## src/rtl/bpu_pkg.sv

```systemverilog
// Shared definitions for the branch resolve path: PC width, the layout of a
// queued branch record and the mispredict rule.
package bpu_pkg;

  localparam int PC_W     = 8;
  localparam int ENTRY_W  = 2 * PC_W + 1;

  // Record layout, MSB first: {pc, pred, ptgt}
  localparam int PTGT_LSB = 0;
  localparam int PRED_BIT = PC_W;
  localparam int PC_LSB   = PC_W + 1;

  // A branch was mispredicted if the direction differs, or if it was taken
  // and the predicted target does not match the real one.
  function automatic logic is_mispredict(input logic            pred,
                                         input logic            res_tk,
                                         input logic [PC_W-1:0] ptgt,
                                         input logic [PC_W-1:0] res_tg);
    return (pred != res_tk) || (res_tk && (ptgt != res_tg));
  endfunction

endpackage

```

## src/rtl/branch_info_fifo.sv

```systemverilog
// Two-write / two-read circular buffer of predicted-branch records.
// The caller guarantees there is room for the writes and that rd_n <= count.
module branch_info_fifo #(
  parameter int DEPTH = 8,
  parameter int W     = 17
) (
  input  logic                   clk,
  input  logic                   reset,
  input  logic                   clr,
  input  logic                   wr_en1,
  input  logic                   wr_en2,
  input  logic [W-1:0]           wr_data1,
  input  logic [W-1:0]           wr_data2,
  input  logic [1:0]             rd_n,
  output logic [W-1:0]           rd_data0,
  output logic [W-1:0]           rd_data1,
  output logic [$clog2(DEPTH):0] count
);

  localparam int AW = $clog2(DEPTH);
  localparam int CW = AW + 1;

  logic [W-1:0]  mem_q [DEPTH];
  logic [AW-1:0] rd_ptr_q, rd_ptr_d, wr_ptr_q, wr_ptr_d;
  logic [AW-1:0] wr_addr2, rd_ptr_p1;
  logic [CW-1:0] count_q, count_d, wr_n;

  // Pointer and occupancy update; a clear empties the queue and drops writes.
  always_comb begin
    wr_n      = CW'(wr_en1) + CW'(wr_en2);
    wr_addr2  = wr_en1 ? wr_ptr_q + AW'(1) : wr_ptr_q;
    rd_ptr_p1 = rd_ptr_q + AW'(1);
    rd_ptr_d  = rd_ptr_q;
    wr_ptr_d  = wr_ptr_q;
    count_d   = count_q;
    if (clr) begin
      rd_ptr_d = wr_ptr_q;
      count_d  = '0;
    end else begin
      rd_ptr_d = rd_ptr_q + AW'(rd_n);
      wr_ptr_d = wr_ptr_q + AW'(wr_n);
      count_d  = count_q + wr_n - CW'(rd_n);
    end
  end

  // Pointer/count registers.
  always_ff @(posedge clk or negedge reset) begin
    if (!reset) begin
      rd_ptr_q <= '0;
      wr_ptr_q <= '0;
      count_q  <= '0;
    end else begin
      rd_ptr_q <= rd_ptr_d;
      wr_ptr_q <= wr_ptr_d;
      count_q  <= count_d;
    end
  end

  // Record storage; data only, validity is tracked by the pointers.
  always_ff @(posedge clk) begin
    if (!clr) begin
      if (wr_en1) mem_q[wr_ptr_q] <= wr_data1;
      if (wr_en2) mem_q[wr_addr2] <= wr_data2;
    end
  end

  assign rd_data0 = mem_q[rd_ptr_q];
  assign rd_data1 = mem_q[rd_ptr_p1];
  assign count    = count_q;

endmodule

```

## src/rtl/branch_resolve_unit.sv

```systemverilog
// Queues predicted branches at decode, compares them with execute results,
// and drives the registered BPU update / flush outputs one cycle later.
module branch_resolve_unit
  import bpu_pkg::*;
#(
  parameter int DEPTH = 8,
  parameter int CNT_W = 16
) (
  input  logic             clk,
  input  logic             reset,
  input  logic             push1,
  input  logic             push2,
  input  logic [PC_W-1:0]  pc1,
  input  logic [PC_W-1:0]  pc2,
  input  logic             pred1,
  input  logic             pred2,
  input  logic [PC_W-1:0]  ptgt1,
  input  logic [PC_W-1:0]  ptgt2,
  input  logic             res_v1,
  input  logic             res_v2,
  input  logic             res_tk1,
  input  logic             res_tk2,
  input  logic [PC_W-1:0]  res_tg1,
  input  logic [PC_W-1:0]  res_tg2,
  output logic             stall,
  output logic             branch1,
  output logic             branch2,
  output logic             branch_taken1,
  output logic             branch_taken2,
  output logic [PC_W-1:0]  pcM1,
  output logic [PC_W-1:0]  pcM2,
  output logic             flush,
  output logic [PC_W-1:0]  redirect_pc,
  output logic [CNT_W-1:0] mispred_count,
  output logic             err_underflow
);

  localparam int CW = $clog2(DEPTH) + 1;

  logic [CW-1:0]      count;
  logic [ENTRY_W-1:0] head0, head1, l2_ent;
  logic [ENTRY_W-1:0] wr_data1, wr_data2;
  logic               wr_en1, wr_en2;
  logic [1:0]         pop_n;

  logic               l1_v, l2_v, mp1, mp2, upd2, flush_now, underflow_now;
  logic [PC_W-1:0]    redirect_d;

  logic               branch1_q, branch2_q, taken1_q, taken2_q, flush_q, err_q;
  logic [PC_W-1:0]    pcm1_q, pcm2_q, redirect_q;
  logic [CNT_W-1:0]   mcnt_q;

  branch_info_fifo #(
    .DEPTH (DEPTH),
    .W     (ENTRY_W)
  ) u_fifo (
    .clk      (clk),
    .reset    (reset),
    .clr      (flush_now),
    .wr_en1   (wr_en1),
    .wr_en2   (wr_en2),
    .wr_data1 (wr_data1),
    .wr_data2 (wr_data2),
    .rd_n     (pop_n),
    .rd_data0 (head0),
    .rd_data1 (head1),
    .count    (count)
  );

  assign stall = (CW'(DEPTH) - count) < CW'(2);

  // Pair resolves with queued records, detect mispredicts and gate pushes.
  // A lone res_v2 consumes the head; a lane-1 mispredict makes lane 2 wrong-path.
  always_comb begin
    wr_data1                        = '0;
    wr_data1[PC_LSB +: PC_W]        = pc1;
    wr_data1[PRED_BIT]              = pred1;
    wr_data1[PTGT_LSB +: PC_W]      = ptgt1;
    wr_data2                        = '0;
    wr_data2[PC_LSB +: PC_W]        = pc2;
    wr_data2[PRED_BIT]              = pred2;
    wr_data2[PTGT_LSB +: PC_W]      = ptgt2;

    l2_ent = res_v1 ? head1 : head0;
    l1_v   = res_v1 && (count != '0);
    l2_v   = res_v2 && (res_v1 ? (count > CW'(1)) : (count != '0));

    mp1 = l1_v && is_mispredict(head0[PRED_BIT], res_tk1,
                                head0[PTGT_LSB +: PC_W], res_tg1);
    mp2 = l2_v && !mp1 && is_mispredict(l2_ent[PRED_BIT], res_tk2,
                                        l2_ent[PTGT_LSB +: PC_W], res_tg2);
    upd2      = l2_v && !mp1;
    flush_now = mp1 || mp2;

    underflow_now = (res_v1 && !l1_v) || (res_v2 && !l2_v);
    pop_n         = {1'b0, l1_v} + {1'b0, l2_v};

    wr_en1 = push1 && !stall && !flush_q && !flush_now;
    wr_en2 = push2 && !stall && !flush_q && !flush_now;

    if (mp1)
      redirect_d = res_tk1 ? res_tg1 : head0[PC_LSB +: PC_W] + PC_W'(1);
    else
      redirect_d = res_tk2 ? res_tg2 : l2_ent[PC_LSB +: PC_W] + PC_W'(1);
  end

  // Memory-stage update strobes, flush/redirect and status counters.
  always_ff @(posedge clk or negedge reset) begin
    if (!reset) begin
      branch1_q  <= 1'b0;
      branch2_q  <= 1'b0;
      taken1_q   <= 1'b0;
      taken2_q   <= 1'b0;
      pcm1_q     <= '0;
      pcm2_q     <= '0;
      flush_q    <= 1'b0;
      redirect_q <= '0;
      mcnt_q     <= '0;
      err_q      <= 1'b0;
    end else begin
      branch1_q  <= l1_v;
      taken1_q   <= l1_v && res_tk1;
      pcm1_q     <= l1_v ? head0[PC_LSB +: PC_W] : '0;
      branch2_q  <= upd2;
      taken2_q   <= upd2 && res_tk2;
      pcm2_q     <= upd2 ? l2_ent[PC_LSB +: PC_W] : '0;
      flush_q    <= flush_now;
      redirect_q <= flush_now ? redirect_d : '0;
      if (flush_now && (mcnt_q != '1))
        mcnt_q <= mcnt_q + CNT_W'(1);
      if (underflow_now)
        err_q <= 1'b1;
    end
  end

  assign branch1       = branch1_q;
  assign branch2       = branch2_q;
  assign branch_taken1 = taken1_q;
  assign branch_taken2 = taken2_q;
  assign pcM1          = pcm1_q;
  assign pcM2          = pcm2_q;
  assign flush         = flush_q;
  assign redirect_pc   = redirect_q;
  assign mispred_count = mcnt_q;
  assign err_underflow = err_q;

endmodule

```

## config.mk

```make
export PLATFORM = sky130hd
export DESIGN_NAME = branch_resolve_unit
export DESIGN_NICKNAME = d
export VERILOG_FILES = /design/src/rtl/bpu_pkg.sv /design/src/rtl/branch_info_fifo.sv /design/src/rtl/branch_resolve_unit.sv
export SDC_FILE = /design/constraint.sdc
export NUM_CORES = 1
export LEC_CHECK = 0
export CORE_UTILIZATION = 40
export DETAILED_ROUTE_END_ITERATION = 8
export GPL_TIMING_DRIVEN = 0
export SYNTH_ARGS = -nofsm -noshare
export SYNTH_HDL_FRONTEND = slang
export SYNTH_SLANG_ARGS = --single-unit
```

## constraint.sdc

```tcl
create_clock -name clk -period 5.3 [get_ports clk]
set_clock_uncertainty 0.1 [all_clocks]
set_input_delay 0.795 -clock clk [delete_from_list [all_inputs] [get_ports clk]]
set_output_delay 0.795 -clock clk [all_outputs]
set_load 0.005 [all_outputs]
```

==> impl_results.rst, run 1 <==
.. list-table::
   :header-rows: 1

   * - Metric
     - Value
   * - Post-synth ARST share
     - 0.292
   * - Fraction of the mapped netlist area in compound gates
     - 0.0406
   * - Max-Slew Margin vs Limit
     - 0.413
   * - Post-synthesis cell type count
     - between 60 and 70
   * - Critical path data required time
     - about 5500 ps
   * - Fraction of power consumed by the clock network
     - 0.162
   * - Status
     - complete, no violations
   * - Setup TNS
     - 0 ps
   * - Worst slew pin tran
     - roughly 860 ps
   * - Final core utilization
     - 0.495
   * - Synth cell count leaders
     - sky130_fd_sc_hd__mux2_2 (151), sky130_fd_sc_hd__edfxtp_1 (136), sky130_fd_sc_hd__mux4_2 (58)
   * - Combinational family with the most area after synthesis
     - multiplexers
   * - Number of buffer cells added on primary ports
     - about 100
   * - Site Rows
     - 62
   * - Share of total power consumed by net switching
     - 0.400
   * - Clk Latency, worst-skew pair
     - ~450 ps
   * - Areal power density over the cells
     - around 560 nW/µm²
   * - I/O pin count
     - ~110
   * - Synthesized-area fraction occupied by xor and xnor cells
     - 0.0433
   * - Total setup violations reported at the end of the flow
     - 0
   * - Max Cap Viol
     - 0
   * - Max Clk Rate
     - about 0.20 GHz
   * - GRT overflow
     - 0
   * - Initial antenna violation count
     - 0
   * - Final slew viol count
     - 0
   * - ANT cells
     - 0
   * - Number of DRC violations after detailed routing
     - 0
   * - Number of hold buffers added after cts
     - 0
   * - Max VDD drop
     - slightly below 0.3 mV
   * - CTS Buffer Depth
     - 2
   * - Per-cell routed wire length
     - 24.0 µm
   * - Area contributors post-synth
     - sky130_fd_sc_hd__edfxtp_1 (35%), sky130_fd_sc_hd__mux2_2 (15%), sky130_fd_sc_hd__dfrtp_1 (12%)
   * - Kind of start point of the critical path
     - flop
   * - Most Frequent Cell on Critical Path
     - sky130_fd_sc_hd__ha_1
   * - Fraction of the mapped netlist area in simple logic gates
     - 0.0846
   * - Part of the power in registers
     - 0.262
   * - Post-route clock period utilization
     - 0.964
   * - Sequential area share after synthesis
     - 0.470
   * - Core Region
     - 28700 µm²
   * - Net switching power figure
     - roughly 3.2 mW
   * - Avg Synthesized Cell Area
     - approximately 14 µm²
   * - Mapped cell area
     - about 12000 µm²
   * - Cell chain of the critical path
     - buf_6, buf_4, mux4_2, mux2i_1, xor2_1, nand4_1, nor3_1, a21oi_2, a211oi_4, buf_6, buf_4, clkinvlp_4, nor2_2, ha_1, xnor2_1, ha_1, ha_1, a21o_1, a21oi_2, xnor2_1, nor2_1
   * - Post-route worst hold slack
     - between 200 and 300 ps
   * - Type of element capturing the critical path
     - flop
   * - Clock H-tree levels
     - 4
   * - CP max stage delay
     - 530 ps
   * - Crit path kind
     - flop to flop
   * - Cells after synthesis
     - 851
   * - Detailed-route wire length
     - 33.2 mm
   * - Adder-cell area share of the yosys netlist
     - 0.0238
   * - Worst min-delay path category
     - input port to asynchronous set/reset pin
   * - Die Span Y
     - approximately 170 µm
   * - Multiplexer share of the synthesized area
     - 0.301
   * - TritonCTS clock tree
     - done
   * - Top-area cell type share of the netlist area
     - 0.350
   * - Number of synthesized flops with an enable pin
     - roughly 140
   * - Slowest cell on the critical path
     - sky130_fd_sc_hd__mux4_2
   * - Starting density of the core
     - 0.406
   * - Data arrival time of the critical path
     - between 5000 and 6000 ps
   * - Post-detailed-route count of antenna-violating nets
     - 0
   * - Number of sinks driven by the clock tree
     - between 150 and 200
   * - Sequential standard cell area
     - around 5500 µm²
   * - Most used standard cell by instance count after synthesis
     - sky130_fd_sc_hd__mux2_2
   * - Initial DRC count
     - 727
   * - First-pass GRT wire length
     - 50.0 mm
   * - Synthesized netlist net count
     - between 900 and 1000
   * - Die area
     - 29800 µm²
   * - First-pass DRT Iterations
     - 6
   * - Synth Register Bits
     - ~190
   * - Number of nets in the layout
     - between 1000 and 1500
   * - Final number of hold-violating endpoints
     - 0
   * - Global-route usage over all layers
     - 0.226
   * - Top fanout value on the critical path
     - 10
   * - Pin count of the biggest net entering global routing
     - 31
   * - Dominant synthesized flop cell
     - sky130_fd_sc_hd__edfxtp_1
   * - Via-to-Cell Ratio
     - ~5.7
   * - Lkg Pwr
     - between 5 and 6 nW
   * - Cell chosen for the clock root
     - sky130_fd_sc_hd__clkbuf_16
   * - Area added between synthesis and finish
     - 21.8%
   * - Pint
     - roughly 4.8 mW
   * - Detailed-placement wirelength estimate
     - approximately 23 mm
   * - TritonCTS buffer count
     - 17
   * - Routability Congestion
     - about 0.9
   * - Minimum clock period after layout
     - 5110 ps
   * - Worst reg-to-reg setup slack
     - approximately 190 ps
   * - Part of the power in combinational logic
     - 0.576
   * - Number of fill cells in the layout
     - around 2500
   * - Post-synth top area cell
     - sky130_fd_sc_hd__edfxtp_1
   * - Clock-pin slew on the worst setup and hold paths
     - 80 ps
   * - Yosys warning count
     - 0
   * - Overall via count from detail_route
     - ~7900
   * - Layout cell share with drive strength beyond 1
     - 0.334
   * - Via count of the first global-routing pass
     - roughly 8000
   * - Die width
     - between 150 and 200 µm
   * - Multi-input gate area in the final layout
     - approximately 5900 µm²
-- worst max-delay path, delay by kind of cell (launching register included) --
kind / cells / cell delay, ps
AOI/OAI and AO/OA: 4 / 840
xor gates and xnor gates: 3 / 450
adders and majority gates: 3 / 810
buffers and inverters: 5 / 900
DFF: 1 / 430
muxes: 2 / 940
and+or+nand+nor: 4 / 530
-- placed cells by master (no fill, tap or decap), types with 6 or more instances in the layout --
| cell type | count |
|---|---|
| sky130_fd_sc_hd__a21oi_1 | 10 |
| sky130_fd_sc_hd__and2_1 | 12 |
| sky130_fd_sc_hd__and3_1 | 10 |
| sky130_fd_sc_hd__buf_16 | 6 |
| sky130_fd_sc_hd__buf_2 | 12 |
| sky130_fd_sc_hd__buf_4 | 16 |
| sky130_fd_sc_hd__buf_6 | 12 |
| sky130_fd_sc_hd__clkbuf_1 | 14 |
| sky130_fd_sc_hd__clkbuf_16 | 17 |
| sky130_fd_sc_hd__clkdlybuf4s50_1 | 100 |
| sky130_fd_sc_hd__dfrtp_1 | 55 |
| sky130_fd_sc_hd__edfxtp_1 | 136 |
| sky130_fd_sc_hd__ha_1 | 18 |
| sky130_fd_sc_hd__inv_1 | 19 |
| sky130_fd_sc_hd__inv_6 | 6 |
| sky130_fd_sc_hd__mux2_2 | 151 |
| sky130_fd_sc_hd__mux2_4 | 9 |
| sky130_fd_sc_hd__mux2i_1 | 28 |
| sky130_fd_sc_hd__mux4_2 | 58 |
| sky130_fd_sc_hd__nand2_1 | 51 |
| sky130_fd_sc_hd__nand3_1 | 15 |
| sky130_fd_sc_hd__nor2_1 | 43 |
| sky130_fd_sc_hd__nor3_1 | 15 |
| sky130_fd_sc_hd__nor3b_1 | 11 |
| sky130_fd_sc_hd__o21ai_0 | 11 |
| sky130_fd_sc_hd__xnor2_1 | 27 |
| sky130_fd_sc_hd__xor2_1 | 27 |
-- repair_timing --
item	in CTS	in global routing
pin swaps	2	1
gates resized for setup	19	20
endpoints found under the setup margin	143	2
setup buffers	3	4
-- state kept, by name (all words and copies together), names as in the netlist --
name	count
branch_taken1	1
mispred_count	16
pcM1	8
err_underflow	1
branch_taken2	1
u_fifo.rd_ptr_q	3
branch2	1
flush	1
u_fifo.wr_ptr_q	3
u_fifo.count	4
pcM2	8
u_fifo.mem_q	136
branch1	1
redirect_pc	8
-- worst paths after layout --
path,from,end,cells past startpoint
worst max-delay path,u_fifo.rd_ptr_q[0],u_fifo.count[3],21
worst min-delay path,reset,mispred_count[2],1
worst max register to register,u_fifo.rd_ptr_q[0],u_fifo.count[3],21
worst min register to register,err_underflow,err_underflow,1
max in group asynchronous,reset,u_fifo.rd_ptr_q[0],2
min in group clk,err_underflow,err_underflow,1
-- power groups by stage --
stage | Sequential (mW) | Combinational (mW) | Clock (mW)
floorplan | 2.09 | 2.89 | 0
global placement | 2.11 | 4.17 | 0
detailed placement | 2.11 | 4.30 | 0
CTS | 2.07 | 4.43 | 1.31
global route | 2.11 | 4.87 | 1.36
finish | 2.08 | 4.57 | 1.28
-- cell type report --
| class | instances | share of cell area |
|---|---|---|
| well taps | 384 | 0.0338 |
| flip-flops and latches | 192 | 0.386 |
| clock buffers | 17 | 0.0300 |
| repair buffers | 117 | 0.0897 |
| multi-input cells | 586 | 0.416 |
| plain buffers | 52 | 0.0274 |
| clock inverters | 15 | 0.0106 |
| inverters | 21 | 0.00581 |
-- metal layers --
metal / vias to the layer above / part of all wire / global-route usage
met1: 3971 / 0.43 / 0.300
met2: 344 / 0.48 / 0.367
met3: 47 / 0.074 / 0.0521
li1: 3529 / - / -
met5: - / 0 / 0
met4: 0 / 0.023 / 0.0737
-- kinds of logic (layout without fill, tap and decap cells) --
family / after synthesis / after routing
multiplexers: 252 / 252
AND/OR/NAND/NOR: 190 / 190
AO/OA/AOI/OAI: 67 / 67
XOR/XNOR: 56 / 56
flip-flops: 192 / 192
buffers and inverters: 73 / 222
adder cells (fa/ha/maj): 21 / 21
-- stage by stage --
| step | area (µm²) | std cells | power, mW | setup WS, ps |
|---|---|---|---|---|
| 3_3_place_gp | 13200 | 1336 | 6.28 | -2950 |
| 2_1_floorplan | 11700 | 851 | 4.97 | 28.3 |
| 5_1_grt | 14200 | 1384 | 8.34 | -18.1 |
| 3_5_place_dp | 13400 | 1345 | 6.40 | -1100 |
| 4_1_cts | 14100 | 1380 | 7.81 | 4.30 |
| 6_report | 14200 | 1384 | 7.93 | 192 |
Note: power is estimated with default switching activity, not from simulation.
==> inputs of run 2 (changes only) <==
- clock period: 5.3 -> 5 ns (I/O delays scaled with it)
==> run 2 against run 1 <==
Net effect:
- final cell count grew 0.72%
- sequential cell count did not move
- setup slack lost 8.5 ps
- clock power up 5%
- fmax up 6.1%
- final area rose by 1.2%
- hold slack worse by 18 ps
- first-iteration DRC count is 24% higher
- highest routed layer is now met5
- register-to-register slack about the same
- via count is 0.77% higher
- routed wire length is 0.90% higher
- non-clock buffer count rose by 10
==> impl_results.rst, run 2 (same netlist as run 1, synthesis figures left out) <==
.. list-table::
   :header-rows: 1

   * - Metric
     - Value
   * - CTS Buffer Depth
     - 2
   * - Number of sinks driven by the clock tree
     - ~190
   * - Minimum clock period after layout
     - 4820 ps
   * - Detailed-placement wirelength estimate
     - 23.4 mm
   * - Site Rows
     - 62
   * - Per-cell routed wire length
     - roughly 24 µm
   * - Commonest cells after routing, fill and taps aside
     - sky130_fd_sc_hd__mux2_2 (151), sky130_fd_sc_hd__edfxtp_1 (136), sky130_fd_sc_hd__clkdlybuf4s50_1 (99)
   * - Cell chosen for the clock root
     - sky130_fd_sc_hd__clkbuf_16
   * - Starting density of the core
     - 0.406
   * - Crit Reg-Reg Startpoint
     - u_fifo.rd_ptr_q[2]
   * - Total setup violations reported at the end of the flow
     - 0
   * - Max Clk Rate
     - between 0.2 and 0.25 GHz
   * - Placed instance area
     - 13400 µm²
   * - Clock-pin slew on the worst setup and hold paths
     - about 70 ps
   * - Number of DRC violations after detailed routing
     - 0
   * - Number of buffer cells added on primary ports
     - approximately 100
   * - Clk Latency, worst-skew pair
     - approximately 450 ps
   * - Overall Power
     - 8.62 mW
   * - Pin count of the biggest net entering global routing
     - 31
   * - Routability Congestion
     - between 0.9 and 1
   * - Die Span Y
     - 173 µm
   * - Die area
     - just under 30000 µm²
   * - Setup crit start
     - u_fifo.rd_ptr_q[2]
   * - ANT cells
     - 0
   * - Worst reg-to-reg setup slack
     - ~180 ps
   * - Worst slew pin tran
     - approximately 850 ps
   * - Top fanout value on the critical path
     - 10
   * - TritonCTS buffer count
     - 17
   * - Largest reg by FF count
     - u_fifo.mem_q
   * - TritonCTS clock tree
     - done
   * - GRT overflow
     - 0
   * - Max-Slew Margin vs Limit
     - 0.418
   * - Via count of the first global-routing pass
     - 8143
   * - First-pass GRT wire length
     - slightly above 50 mm
   * - First-pass DRT Iterations
     - 5
   * - Worst min-delay path category
     - input port to asynchronous set/reset pin
   * - Overall via count from detail_route
     - around 8000
   * - I/O pin count
     - roughly 110
   * - Data arrival time of the critical path
     - roughly 5100 ps
   * - Terminus of the critical flop-to-flop path
     - u_fifo.count[3]
   * - Final slew viol count
     - 0
   * - PnR worst setup slack
     - 184 ps
   * - Die width
     - 173 µm
   * - Areal power density over the cells
     - approximately 600 nW/µm²
   * - Final number of hold-violating endpoints
     - 0
   * - Via-to-Cell Ratio
     - 5.70
   * - Critical path data required time
     - around 5200 ps
   * - Crit path kind
     - flop to flop
   * - Final core utilization
     - 0.501
   * - Type of element capturing the critical path
     - flop
   * - Worst R2R Path Depth
     - 20
   * - Max VDD drop
     - approximately 0.34 mV
   * - Global-route usage over all layers
     - 0.229
   * - Kind of start point of the critical path
     - flop
   * - Detailed-route wire length
     - roughly 34 mm
   * - Post-detailed-route count of antenna-violating nets
     - 0
   * - Largest register FFs
     - 136
   * - Area added between synthesis and finish
     - 23.2%
   * - Number of nets in the layout
     - 1076
   * - Number of hold buffers added after cts
     - 0
   * - Layout cell share with drive strength beyond 1
     - 0.349
   * - Initial antenna violation count
     - 0
   * - Post-Place Worst Slack
     - -1220 ps
   * - Clock H-tree levels
     - 4
   * - Core Region
     - roughly 29000 µm²
   * - Capturing element of the worst setup path
     - u_fifo.count[3]
   * - Status
     - complete, no violations
   * - Post-route clock period utilization
     - 0.963
   * - Most common library cell in the layout ignoring fill and taps
     - sky130_fd_sc_hd__mux2_2
   * - Lkg Pwr
     - between 5 and 6 nW
   * - Initial DRC count
     - between 900 and 1000
   * - Max Cap Viol
     - 0
   * - Final non-filler cell area
     - 14400 µm²
run 2: worst min-delay path by stage:
stage	startpoint	endpoint	slack, ps	depth (start not counted)
2_1_floorplan	reset	branch1	350	0
3_3_place_gp	err_underflow	err_underflow	350	1
3_5_place_dp	err_underflow	err_underflow	350	1
4_1_cts	reset	mispred_count[0]	260	1
5_1_grt	reset	mispred_count[2]	290	1
6_report	reset	mispred_count[2]	250	1
run 2: critical path, cell delays in order, from the launching register on:
cell and delay [ps]:
sky130_fd_sc_hd__dfrtp_1 330, sky130_fd_sc_hd__buf_4 250, sky130_fd_sc_hd__buf_2 370, sky130_fd_sc_hd__mux4_2 370, sky130_fd_sc_hd__mux2i_2 300, sky130_fd_sc_hd__xor2_1 180, sky130_fd_sc_hd__nand4_1 100, sky130_fd_sc_hd__a2111o_1 490
sky130_fd_sc_hd__a211oi_4 290, sky130_fd_sc_hd__buf_6 170, sky130_fd_sc_hd__buf_8 140, sky130_fd_sc_hd__clkinvlp_4 130, sky130_fd_sc_hd__nor2_4 130, sky130_fd_sc_hd__ha_4 160, sky130_fd_sc_hd__xnor2_1 120, sky130_fd_sc_hd__ha_1 260
sky130_fd_sc_hd__ha_1 300, sky130_fd_sc_hd__a21o_1 170, sky130_fd_sc_hd__a21oi_2 150, sky130_fd_sc_hd__xnor2_1 130, sky130_fd_sc_hd__nor2_1 50
run 2: power by group:
part / internal (mW) / leakage, nW / switching, mW
Sequential: 2.05 / 1.94 / 0.156
Combinational: 2.45 / 3.02 / 2.62
Clock: 0.696 / 0.270 / 0.648
Total: 5.19 / 5.23 / 3.43
run 2: layout make-up:
class / instances / area [µm²]
Buffer: 52 / 419
Clock buffer: 18 / 429
Clock inverter: 14 / 133
Fill cell: 2475 / 14300
Inverter: 21 / 82.6
Multi-Input combinational cell: 586 / 5990
Sequential cell: 192 / 5490
Tap cell: 384 / 480
Timing Repair Buffer: 127 / 1350
run 2: per-layer routing:
| layer | GRT usage | vias to the layer above | routed length (µm) |
|---|---|---|---|
| li1 | - | 3555 | - |
| met1 | 0.308 | 4025 | 14600 |
| met2 | 0.373 | 324 | 16100 |
| met3 | 0.0484 | 46 | 2170 |
| met4 | 0.0701 | 2 | 655 |
| met5 | 0 | - | 6 |
run 2: metrics by stage:
stage,hold slack (ps),std cells,setup TNS [ps]
6_report,254,1394,0
5_1_grt,292,1394,-7.67
4_1_cts,264,1387,0
3_5_place_dp,348,1345,-91370
3_3_place_gp,353,1336,-315580
2_1_floorplan,351,851,-8550
run 2: repair_timing:
item | 4_1_cts | 5_1_grt
setup endpoints to repair | 211 | 6
buffers inserted | 10 | 7
pin swaps | 3 | 6
resized for setup | 41 | 20
==> inputs of run 3 (changes only) <==
- MAX_ROUTING_LAYER: unset -> met4
==> run 3 against run 2 <==
Net effect:
- combinational power about the same
- sequential power about the same
- sequential share of layout area about the same
- critical path type unchanged
- largest cell class unchanged
==> impl_results.rst, run 3 (same netlist as run 1, synthesis figures left out) <==
.. list-table::
   :header-rows: 1

   * - Metric
     - Value
   * - Critical path data required time
     - ~5200 ps
   * - Non-filler instance count after layout
     - ~1400
   * - Number of sinks driven by the clock tree
     - 192
   * - Minimum clock period after layout
     - between 4000 and 5000 ps
   * - Post-route worst hold slack
     - around 240 ps
   * - Clock-pin slew on the worst setup and hold paths
     - around 70 ps
   * - Layout cell share with drive strength beyond 1
     - 0.348
   * - Final non-filler cell area
     - roughly 14000 µm²
   * - Number of hold buffers added after cts
     - 0
   * - Area added between synthesis and finish
     - 23.2%
   * - Max Cap Viol
     - 0
   * - Slowest cell on the critical path
     - sky130_fd_sc_hd__buf_2
   * - Total setup violations reported at the end of the flow
     - 0
   * - Per-cell routed wire length
     - 23.9 µm
   * - Crit path kind
     - flop to flop
   * - Overall via count from detail_route
     - about 7900
   * - First-pass DRT Iterations
     - 6
   * - Post-route clock period utilization
     - 0.959
   * - Via count of the first global-routing pass
     - approximately 8100
   * - Post-Place Worst Slack
     - -1220 ps
   * - Placed instance area
     - 13400 µm²
   * - Overall Power
     - 8.59 mW
   * - ANT cells
     - 0
   * - GRT overflow
     - 0
   * - CTS Buffer Depth
     - 2
   * - Cell chain of the critical path
     - buf_4, buf_2, mux4_2, mux2i_1, xor2_1, nand4_1, nor3_1, a21oi_2, a211oi_4, buf_6, buf_8, clkinvlp_4, nor2_4, ha_4, xnor2_1, ha_1, ha_1, a21o_1, a21oi_2, xnor2_1, nor2_1
   * - Worst slew pin tran
     - between 800 and 900 ps
   * - Number of nets in the layout
     - 1076
   * - Max Clk Rate
     - 0.209 GHz
   * - Status
     - complete, no violations
   * - Starting density of the core
     - 0.406
   * - Data arrival time of the critical path
     - between 5000 and 6000 ps
   * - Crit-path leading delay family
     - buffers and inverters
   * - Type of element capturing the critical path
     - flop
   * - Number of buffer and inverter stages on the critical path
     - 5
   * - Global-route usage over all layers
     - 0.236
   * - Die area
     - between 20000 and 30000 µm²
   * - Site Rows
     - between 60 and 70
   * - Cell Count Post-Placement
     - approximately 1300
   * - Lkg Pwr
     - between 5 and 6 nW
   * - First-pass GRT wire length
     - between 50 and 60 mm
   * - I/O pin count
     - around 110
   * - Via-to-Cell Ratio
     - about 5.7
   * - Post-detailed-route count of antenna-violating nets
     - 0
   * - Largest register FFs
     - between 100 and 150
   * - Final core utilization
     - 0.500
   * - Max VDD drop
     - around 0.33 mV
   * - Worst min-delay path category
     - input port to asynchronous set/reset pin
   * - Most common library cell in the layout ignoring fill and taps
     - sky130_fd_sc_hd__mux2_2
   * - TritonCTS clock tree
     - done
   * - Cell chosen for the clock root
     - sky130_fd_sc_hd__clkbuf_16
   * - Worst reg-to-reg setup slack
     - roughly 210 ps
   * - Detailed-route wire length
     - approximately 33 mm
   * - Core Region
     - 28700 µm²
   * - Die width
     - 173 µm
   * - Commonest cells after routing, fill and taps aside
     - sky130_fd_sc_hd__mux2_2 (151), sky130_fd_sc_hd__edfxtp_1 (136), sky130_fd_sc_hd__clkdlybuf4s50_1 (99)
   * - CP max stage delay
     - about 440 ps
   * - Die Span Y
     - ~170 µm
   * - Final number of hold-violating endpoints
     - 0
   * - Pin count of the biggest net entering global routing
     - 31
   * - Max-Slew Margin vs Limit
     - 0.433
   * - Detailed-placement wirelength estimate
     - between 20 and 25 mm
   * - Initial antenna violation count
     - 0
   * - Clk Latency, worst-skew pair
     - approximately 450 ps
   * - Kind of start point of the critical path
     - flop
   * - TritonCTS buffer count
     - 17
   * - Routability Congestion
     - between 0.9 and 1
   * - Initial DRC count
     - slightly above 900
   * - Setup TNS
     - 0 ps
   * - Largest reg by FF count
     - u_fifo.mem_q
   * - Areal power density over the cells
     - roughly 600 nW/µm²
   * - Final slew viol count
     - 0
   * - Number of DRC violations after detailed routing
     - 0
   * - Top fanout value on the critical path
     - 10
   * - PnR worst setup slack
     - 206 ps
   * - Number of buffer cells added on primary ports
     - 101
   * - Clock H-tree levels
     - 4
-- run 3: cell counts in the layout (fill, tap and decap cells not counted) --
No cell type changed its count.
-- run 3: worst paths after layout --
kind | start | to | cells after the start
max | u_fifo.rd_ptr_q[2] | u_fifo.count[3] | 21
min | reset | mispred_count[2] | 1
max reg2reg | u_fifo.rd_ptr_q[2] | u_fifo.count[3] | 21
min reg2reg | err_underflow | err_underflow | 1
max in group asynchronous | reset | redirect_pc[1] | 2
min in group clk | err_underflow | err_underflow | 1
-- run 3: area by class of cell --
cell class	count	area [µm²]
Fill cell	2474	14300
Multi-Input combinational cell	586	5990
Sequential cell	192	5490
Timing Repair Buffer	127	1350
Tap cell	384	480
Clock buffer	18	429
Buffer	52	415
Clock inverter	14	133
Inverter	21	82.6
-- run 3: layer usage --
| metal | wire length (µm) | global-route usage | up-vias |
|---|---|---|---|
| li1 | - | - | 3555 |
| met1 | 14400 | 0.309 | 3993 |
| met2 | 16000 | 0.372 | 346 |
| met3 | 2290 | 0.0468 | 44 |
| met4 | 636 | 0.0715 | 0 |
| met5 | 0 | - | - |
-- run 3: repair_timing --
action	4_1_cts	5_1_grt
buffers inserted	10	7
setup endpoints to repair	211	3
gates resized for setup	41	18
pin swaps	3	6
-- run 3: report_power, final --
| part | switching [mW] | internal (mW) |
|---|---|---|
| Combinational | 2.60 | 2.44 |
| Clock | 0.646 | 0.696 |
| Sequential | 0.156 | 2.05 |
| Total | 3.41 | 5.19 |
